--- src/rtl/rgb2hsv_pkg.sv ---
// Purpose: shared widths, hue-sector constant and data types for the RGB-to-HSV front end.
// Latency: n/a (declarations only).
// Backpressure: n/a.
// Contents: IN_W/D_W/H_W widths, HUE_SECTOR, pix_t (unsigned channel), dval_t and hval_t (signed results).
package rgb2hsv_pkg;

  localparam int IN_W       = 8;   // unsigned colour channel width
  localparam int D_W        = 10;  // signed V/min/chroma/difference width
  localparam int H_W        = 16;  // signed scaled hue-sector width
  localparam int HUE_SECTOR = 60;  // hue units per sector

  typedef logic        [IN_W-1:0] pix_t;
  typedef logic signed [D_W-1:0]  dval_t;
  typedef logic signed [H_W-1:0]  hval_t;

endpackage

--- src/rtl/hue_scale_div.sv ---
// Purpose: scale a signed channel difference to one hue sector, (HUE_SECTOR*diff)/chroma.
// Latency: 0 cycles, purely combinational.
// Backpressure: none.
// Ports: diff, chroma (signed D_W) in; q (signed H_W) out, 0 when chroma is 0.
module hue_scale_div
  import rgb2hsv_pkg::*;
#(
  parameter int D_W = rgb2hsv_pkg::D_W,
  parameter int H_W = rgb2hsv_pkg::H_W
) (
  input  logic signed [D_W-1:0] diff,
  input  logic signed [D_W-1:0] chroma,
  output logic signed [H_W-1:0] q
);

  localparam logic signed [H_W-1:0] SECTOR = H_W'(HUE_SECTOR);

  logic signed [H_W-1:0] diff_x;
  logic signed [H_W-1:0] chroma_x;
  logic signed [H_W-1:0] prod;

  // Sign-extend both operands so multiply and divide stay in the signed H_W domain.
  assign diff_x   = {{(H_W-D_W){diff[D_W-1]}}, diff};
  assign chroma_x = {{(H_W-D_W){chroma[D_W-1]}}, chroma};
  assign prod     = diff_x * SECTOR;

  // Signed division truncates toward zero, so the result stays within -60..60.
  // A grey pixel has zero chroma and every difference zero; report 0 instead of dividing.
  always_comb begin
    q = '0;
    if (chroma_x != '0) begin
      q = prod / chroma_x;
    end
  end

endmodule

--- src/rtl/rgb2hsv_front.sv ---
// Purpose: RGB-to-HSV front end: V/min, chroma plus channel differences, differences scaled to a hue sector.
// Latency: 3 cycles in_valid -> out_valid, one pixel per clock.
// Backpressure: none; the pipeline never stalls, bubbles (in_valid=0) flow through as out_valid=0.
// Ports: clk, rst_n (sync, active-low); in_valid, r, g, b in;
//        out_valid, v, min, s, gb, br, rg (signed D_W), gb_s3, br_s3, rg_s3 (signed H_W) out.
module rgb2hsv_front
  import rgb2hsv_pkg::*;
#(
  parameter int IN_W = rgb2hsv_pkg::IN_W,
  parameter int D_W  = rgb2hsv_pkg::D_W,
  parameter int H_W  = rgb2hsv_pkg::H_W
) (
  input  logic                  clk,
  input  logic                  rst_n,
  input  logic                  in_valid,
  input  logic [IN_W-1:0]       r,
  input  logic [IN_W-1:0]       g,
  input  logic [IN_W-1:0]       b,
  output logic                  out_valid,
  output logic signed [D_W-1:0] v,
  output logic signed [D_W-1:0] min,
  output logic signed [D_W-1:0] s,
  output logic signed [D_W-1:0] gb,
  output logic signed [D_W-1:0] br,
  output logic signed [D_W-1:0] rg,
  output logic signed [H_W-1:0] gb_s3,
  output logic signed [H_W-1:0] br_s3,
  output logic signed [H_W-1:0] rg_s3
);

  // ---------------------------------------------------------------------------
  // Stage 1: zero-extend the channels, find max (V) and min.
  // ---------------------------------------------------------------------------
  logic signed [D_W-1:0] r_x, g_x, b_x;
  logic signed [D_W-1:0] max_c, min_c;

  // Zero-extension keeps every channel non-negative in the signed domain.
  assign r_x = {{(D_W-IN_W){1'b0}}, r};
  assign g_x = {{(D_W-IN_W){1'b0}}, g};
  assign b_x = {{(D_W-IN_W){1'b0}}, b};

  always_comb begin
    max_c = r_x;
    if (g_x > max_c) max_c = g_x;
    if (b_x > max_c) max_c = b_x;
    min_c = r_x;
    if (g_x < min_c) min_c = g_x;
    if (b_x < min_c) min_c = b_x;
  end

  logic                  s1_vld;
  logic signed [D_W-1:0] s1_v, s1_min, s1_r, s1_g, s1_b;

  always_ff @(posedge clk) begin
    if (!rst_n) begin
      s1_vld <= 1'b0;
      s1_v   <= '0;
      s1_min <= '0;
      s1_r   <= '0;
      s1_g   <= '0;
      s1_b   <= '0;
    end else begin
      s1_vld <= in_valid;
      s1_v   <= max_c;
      s1_min <= min_c;
      s1_r   <= r_x;
      s1_g   <= g_x;
      s1_b   <= b_x;
    end
  end

  // ---------------------------------------------------------------------------
  // Stage 2: chroma and pairwise differences; V/min ride along.
  // ---------------------------------------------------------------------------
  logic                  s2_vld;
  logic signed [D_W-1:0] s2_v, s2_min, s2_s, s2_gb, s2_br, s2_rg;

  always_ff @(posedge clk) begin
    if (!rst_n) begin
      s2_vld <= 1'b0;
      s2_v   <= '0;
      s2_min <= '0;
      s2_s   <= '0;
      s2_gb  <= '0;
      s2_br  <= '0;
      s2_rg  <= '0;
    end else begin
      s2_vld <= s1_vld;
      s2_v   <= s1_v;
      s2_min <= s1_min;
      s2_s   <= s1_v - s1_min;
      s2_gb  <= s1_g - s1_b;
      s2_br  <= s1_b - s1_r;
      s2_rg  <= s1_r - s1_g;
    end
  end

  // ---------------------------------------------------------------------------
  // Stage 3: scale each difference to a hue sector; everything else is delayed
  // one more cycle so all outputs belong to the same pixel.
  // ---------------------------------------------------------------------------
  logic signed [H_W-1:0] q_gb, q_br, q_rg;

  hue_scale_div #(.D_W(D_W), .H_W(H_W)) u_div_gb (.diff(s2_gb), .chroma(s2_s), .q(q_gb));
  hue_scale_div #(.D_W(D_W), .H_W(H_W)) u_div_br (.diff(s2_br), .chroma(s2_s), .q(q_br));
  hue_scale_div #(.D_W(D_W), .H_W(H_W)) u_div_rg (.diff(s2_rg), .chroma(s2_s), .q(q_rg));

  always_ff @(posedge clk) begin
    if (!rst_n) begin
      out_valid <= 1'b0;
      v         <= '0;
      min       <= '0;
      s         <= '0;
      gb        <= '0;
      br        <= '0;
      rg        <= '0;
      gb_s3     <= '0;
      br_s3     <= '0;
      rg_s3     <= '0;
    end else begin
      out_valid <= s2_vld;
      v         <= s2_v;
      min       <= s2_min;
      s         <= s2_s;
      gb        <= s2_gb;
      br        <= s2_br;
      rg        <= s2_rg;
      gb_s3     <= q_gb;
      br_s3     <= q_br;
      rg_s3     <= q_rg;
    end
  end

endmodule

--- config.mk ---
export PLATFORM = sky130hd
export DESIGN_NAME = rgb2hsv_front
export DESIGN_NICKNAME = d
export VERILOG_FILES = /design/src/rtl/rgb2hsv_pkg.sv /design/src/rtl/hue_scale_div.sv /design/src/rtl/rgb2hsv_front.sv
export SDC_FILE = /design/constraint.sdc
export NUM_CORES = 1
export LEC_CHECK = 0
export CORE_ASPECT_RATIO = 2
export CORE_MARGIN = 2
export CORE_UTILIZATION = 60
export CTS_BUF_LIST = sky130_fd_sc_hd__clkbuf_4
export DETAILED_ROUTE_END_ITERATION = 8
export PLACE_DENSITY = 0.85
export SYNTH_ARGS = -nofsm -noshare
export SYNTH_HDL_FRONTEND = slang
export SYNTH_HIERARCHICAL = 1
export SYNTH_SLANG_ARGS = --single-unit
--- constraint.sdc ---
create_clock -name clk -period 72.3 [get_ports clk]
set_clock_uncertainty 0.2 [all_clocks]
set_input_delay 10.845 -clock clk [delete_from_list [all_inputs] [get_ports clk]]
set_output_delay 10.845 -clock clk [all_outputs]
set_load 0.05 [all_outputs]
==> flow_metrics.py <==
metrics = {
    "run_status": {
        "outcome": "finished clean",
    },
    "yosys": {
        "synth.cells.most_frequent": "ha_1 (544), nor2_1 (444), nand2_1 (339)",
        "synth.lib_cells_used.distinct": 142,
        "post_synth_instance_area_sq_um": 35720,
        "synthFlopType": "dfxtp_1",
        "ys.warnings.count": 6,
        "synthesized_flop_and_latch_total": 203,
        "netlist_top_cells_area": "ha_1 (19%), dfxtp_1 (11%), nor2_1 (4.7%)",
        "number_of_enable_flip_flop_cells_after_synthesis": 0,
        "synth.avg_cell_area_sq_um": 7.612,
        "seq_area_frac_synth_pct": 11.38,
        "synthArstFlopShare_pct": 0,
        "netlist_instances": 4693,
        "synth_top_area_share_pct": 19.05,
        "synth.most_common_cell": "ha_1",
        "post_synthesis_cell_type_with_the_largest_combined_area": "ha_1",
    },
    "clocking": {
        "post-cts-setup-buffers": 0,
        "clock_tree.htree_level_count": 2,
        "cts_root_buffer": "clkbuf_4",
        "tritoncts_clock_tree": "yes",
        "tritoncts.num_buffers": 48,
        "clk-insertion-delay-late_ns": 0.77,
        "number_of_resized_instances_in_the_post_cts_repair_step": 0,
        "cts.clk_slew.worst_paths_ns": 0.08,
        "cts.hold.buffers_added": 0,
        "clock-sinks": 203,
        "clock_path_buffers": 3,
    },
    "timing": {
        "hold_violations": 0,
        "max_freq_mhz": 24.52,
        "rsz_0062_raised_after_global_routing": "no",
        "finalMaxSlewViolations": 0,
        "tns_ns": 0,
        "fin_crit_sh_pct": 56.41,
        "fin_crit_ns": 40.79,
        "timing.slew.headroom_pct": 20.09,
        "setup-violations-final": 0,
        "worst_pin_slew_ns": 1.195,
    },
    "detailed_routing": {
        "drt_pass1_iterations": 6,
        "final_antenna_net_count": 0,
        "violation_count_after_the_first_detailed_routing_iteration": 2461,
        "vias_after_detailed_routing": 37415,
        "route.detailed.vias_per_inst": 6.603,
        "average_detailed_routed_wire_length_per_instance_microns": 21.44,
        "drt_wl_total_microns": 121500,
        "detail_route.drc_violations": 0,
    },
    "die": {
        "placeableCoreArea_sq_um": 58960,
        "die_height_microns": 349.1,
        "io_pins": 136,
        "die-area_sq_um": 61620,
        "initial_core_util_pct": 60.59,
        "floorplan.rows": 126,
        "chipWidth_microns": 176.5,
    },
    "final_layout": {
        "final_layout_size_suffix_gt1_share_pct": 8.168,
        "multiInputGateArea_sq_um": 30230,
        "footprint_of_the_flip_flops_and_latches_sq_um": 4065,
        "filler_cell_count": 5142,
        "nets": 5480,
        "area_growth_pct": 8.266,
    },
    "setup_path": {
        "wp_data_arrival_ns": 41.26,
        "endpoint_kind": "flop",
        "worstPathMaxFanout": 20,
        "critPathSlowestCell": "nor2_1",
        "worstSetupStartpointType": "flop",
        "crit_path_frequent_cell": "ha_1",
        "cp_slowest_stage_delay_ns": 0.88,
        "required_ns": 72.78,
        "kind_of_critical_path": "flop to flop",
    },
    "worst_hold_path": {
        "min_path_type": "flop to flop",
    },
    "global_routing": {
        "overall_track_demand_over_capacity_in_global_routing_pct": 38.36,
        "antenna_found_initial": 4,
        "vias_in_the_first_global_route": 37601,
        "grt_pass1_wl_microns": 188300,
        "globalRouteOverflowTotal": 0,
        "grt_max_degree": 90,
    },
    "placed_design": {
        "finalWeightedCongestion": 1.089,
        "number_of_buffers_inserted_by_port_buffering": 131,
        "hpwlAfterDp_microns": 94810,
    },
    "run": {
        "timing.max_cap.violations": 0,
    },
}
[flip-flops by register name, summed over array words and instances (netlist names)]
| register | flops |
|---|---|
| s1_r | 8 |
| min | 8 |
| s1_min | 8 |
| s2_br | 10 |
| s2_vld | 1 |
| v | 8 |
| br | 10 |
| out_valid | 1 |
| s2_v | 8 |
| gb | 10 |
| s2_s | 10 |
| s1_v | 8 |
| s1_b | 8 |
| s2_rg | 10 |
| s2_min | 8 |
| gb_s3 | 16 |
| rg_s3 | 16 |
| s1_g | 8 |
| rg | 10 |
| s2_gb | 10 |
| s1_vld | 1 |
| s | 10 |
| br_s3 | 16 |
[area by class of cell]
class | count | area share, %
multi-input cells | 4129 | 78.17
flip-flops and latches | 203 | 10.51
repair buffers | 185 | 4.432
inverters | 296 | 2.873
well taps | 768 | 2.485
clock buffers | 66 | 1.281
clock inverters | 18 | 0.2394
diodes | 1 | 0.006470
[through the flow]
stage | std cells | cell area [sq um] | hold WS [ns] | util (%) | setup slack (ns)
final | 5666 | 38680 | 0.2339 | 65.60 | 31.51
after global routing | 5666 | 38680 | 0.2501 | 65.60 | 29.18
after CTS | 5665 | 38670 | 0.2289 | 65.59 | 32.43
after detailed placement | 5581 | 38090 | 0.2194 | 64.59 | 32.57
after global placement | 5581 | 38090 | 0.2148 | 64.59 | 32.65
after floorplan | 4756 | 35960 | 0.2119 | - | 39.35
[per-layer routing]
metal  vias to the layer above  global-route usage [%]  wire [microns]
li1                      17465                       -               -
met1                     17317                   34.45           38990
met2                      1749                   69.68           60460
met3                       876                   7.670            8047
met4                         8                   37.46           13950
met5                         -                       0              50
[cells by family (layout without fill, tap and decap cells)]
family,count (synthesis),after routing,synth area share (%)
and+or+nand+nor,1686,1686,24.17
AOI/OAI and AO/OA,1391,1391,27.55
adders and majority gates,590,590,21.63
buffers and inverters,424,565,4.823
xor gates and xnor gates,287,287,7.079
DFF,203,203,11.38
muxes,108,108,3.327
other,4,68,0.04202
[worst paths after layout]
check | end | cells after the start | startpoint | slack (ns)
setup / recovery | br_s3[14] | 149 | s2_br[0] | 31.51
hold / removal | min[5] | 1 | s2_min[5] | 0.23
setup reg to reg | br_s3[14] | 149 | s2_br[0] | 31.51
hold reg to reg | min[5] | 1 | s2_min[5] | 0.23
[critical path: cells and delay by family, from the launching register on]
family	cells	cell delay, ns
adder cells (fa/ha/maj)	22	7.02
flip-flops	1	0.69
AND/OR/NAND/NOR	39	10.01
buffers and inverters	4	0.69
AO/OA/AOI/OAI	80	20.73
XOR/XNOR	2	0.68
multiplexers	2	0.63
[cell usage in the layout (no fill, tap or decap), drive strengths merged, types with 67 or more instances in the layout]
cell           netlist  layout
o21ai              264     264
ha                 544     544
nand2              340     340
xnor2              175     175
a21oi              326     326
nand3               94      94
and2               168     168
dfxtp              203     203
xor2               112     112
nor3               165     165
inv                295     298
conb                 4      67
o21a               144     144
clkdlybuf4s50        0     130
or3                 84      84
a21o               137     137
nor2b               68      68
nor2               452     452
Power is not shown: default switching activity piles up to over one toggle a cycle in this logic, so the estimate is an artifact.
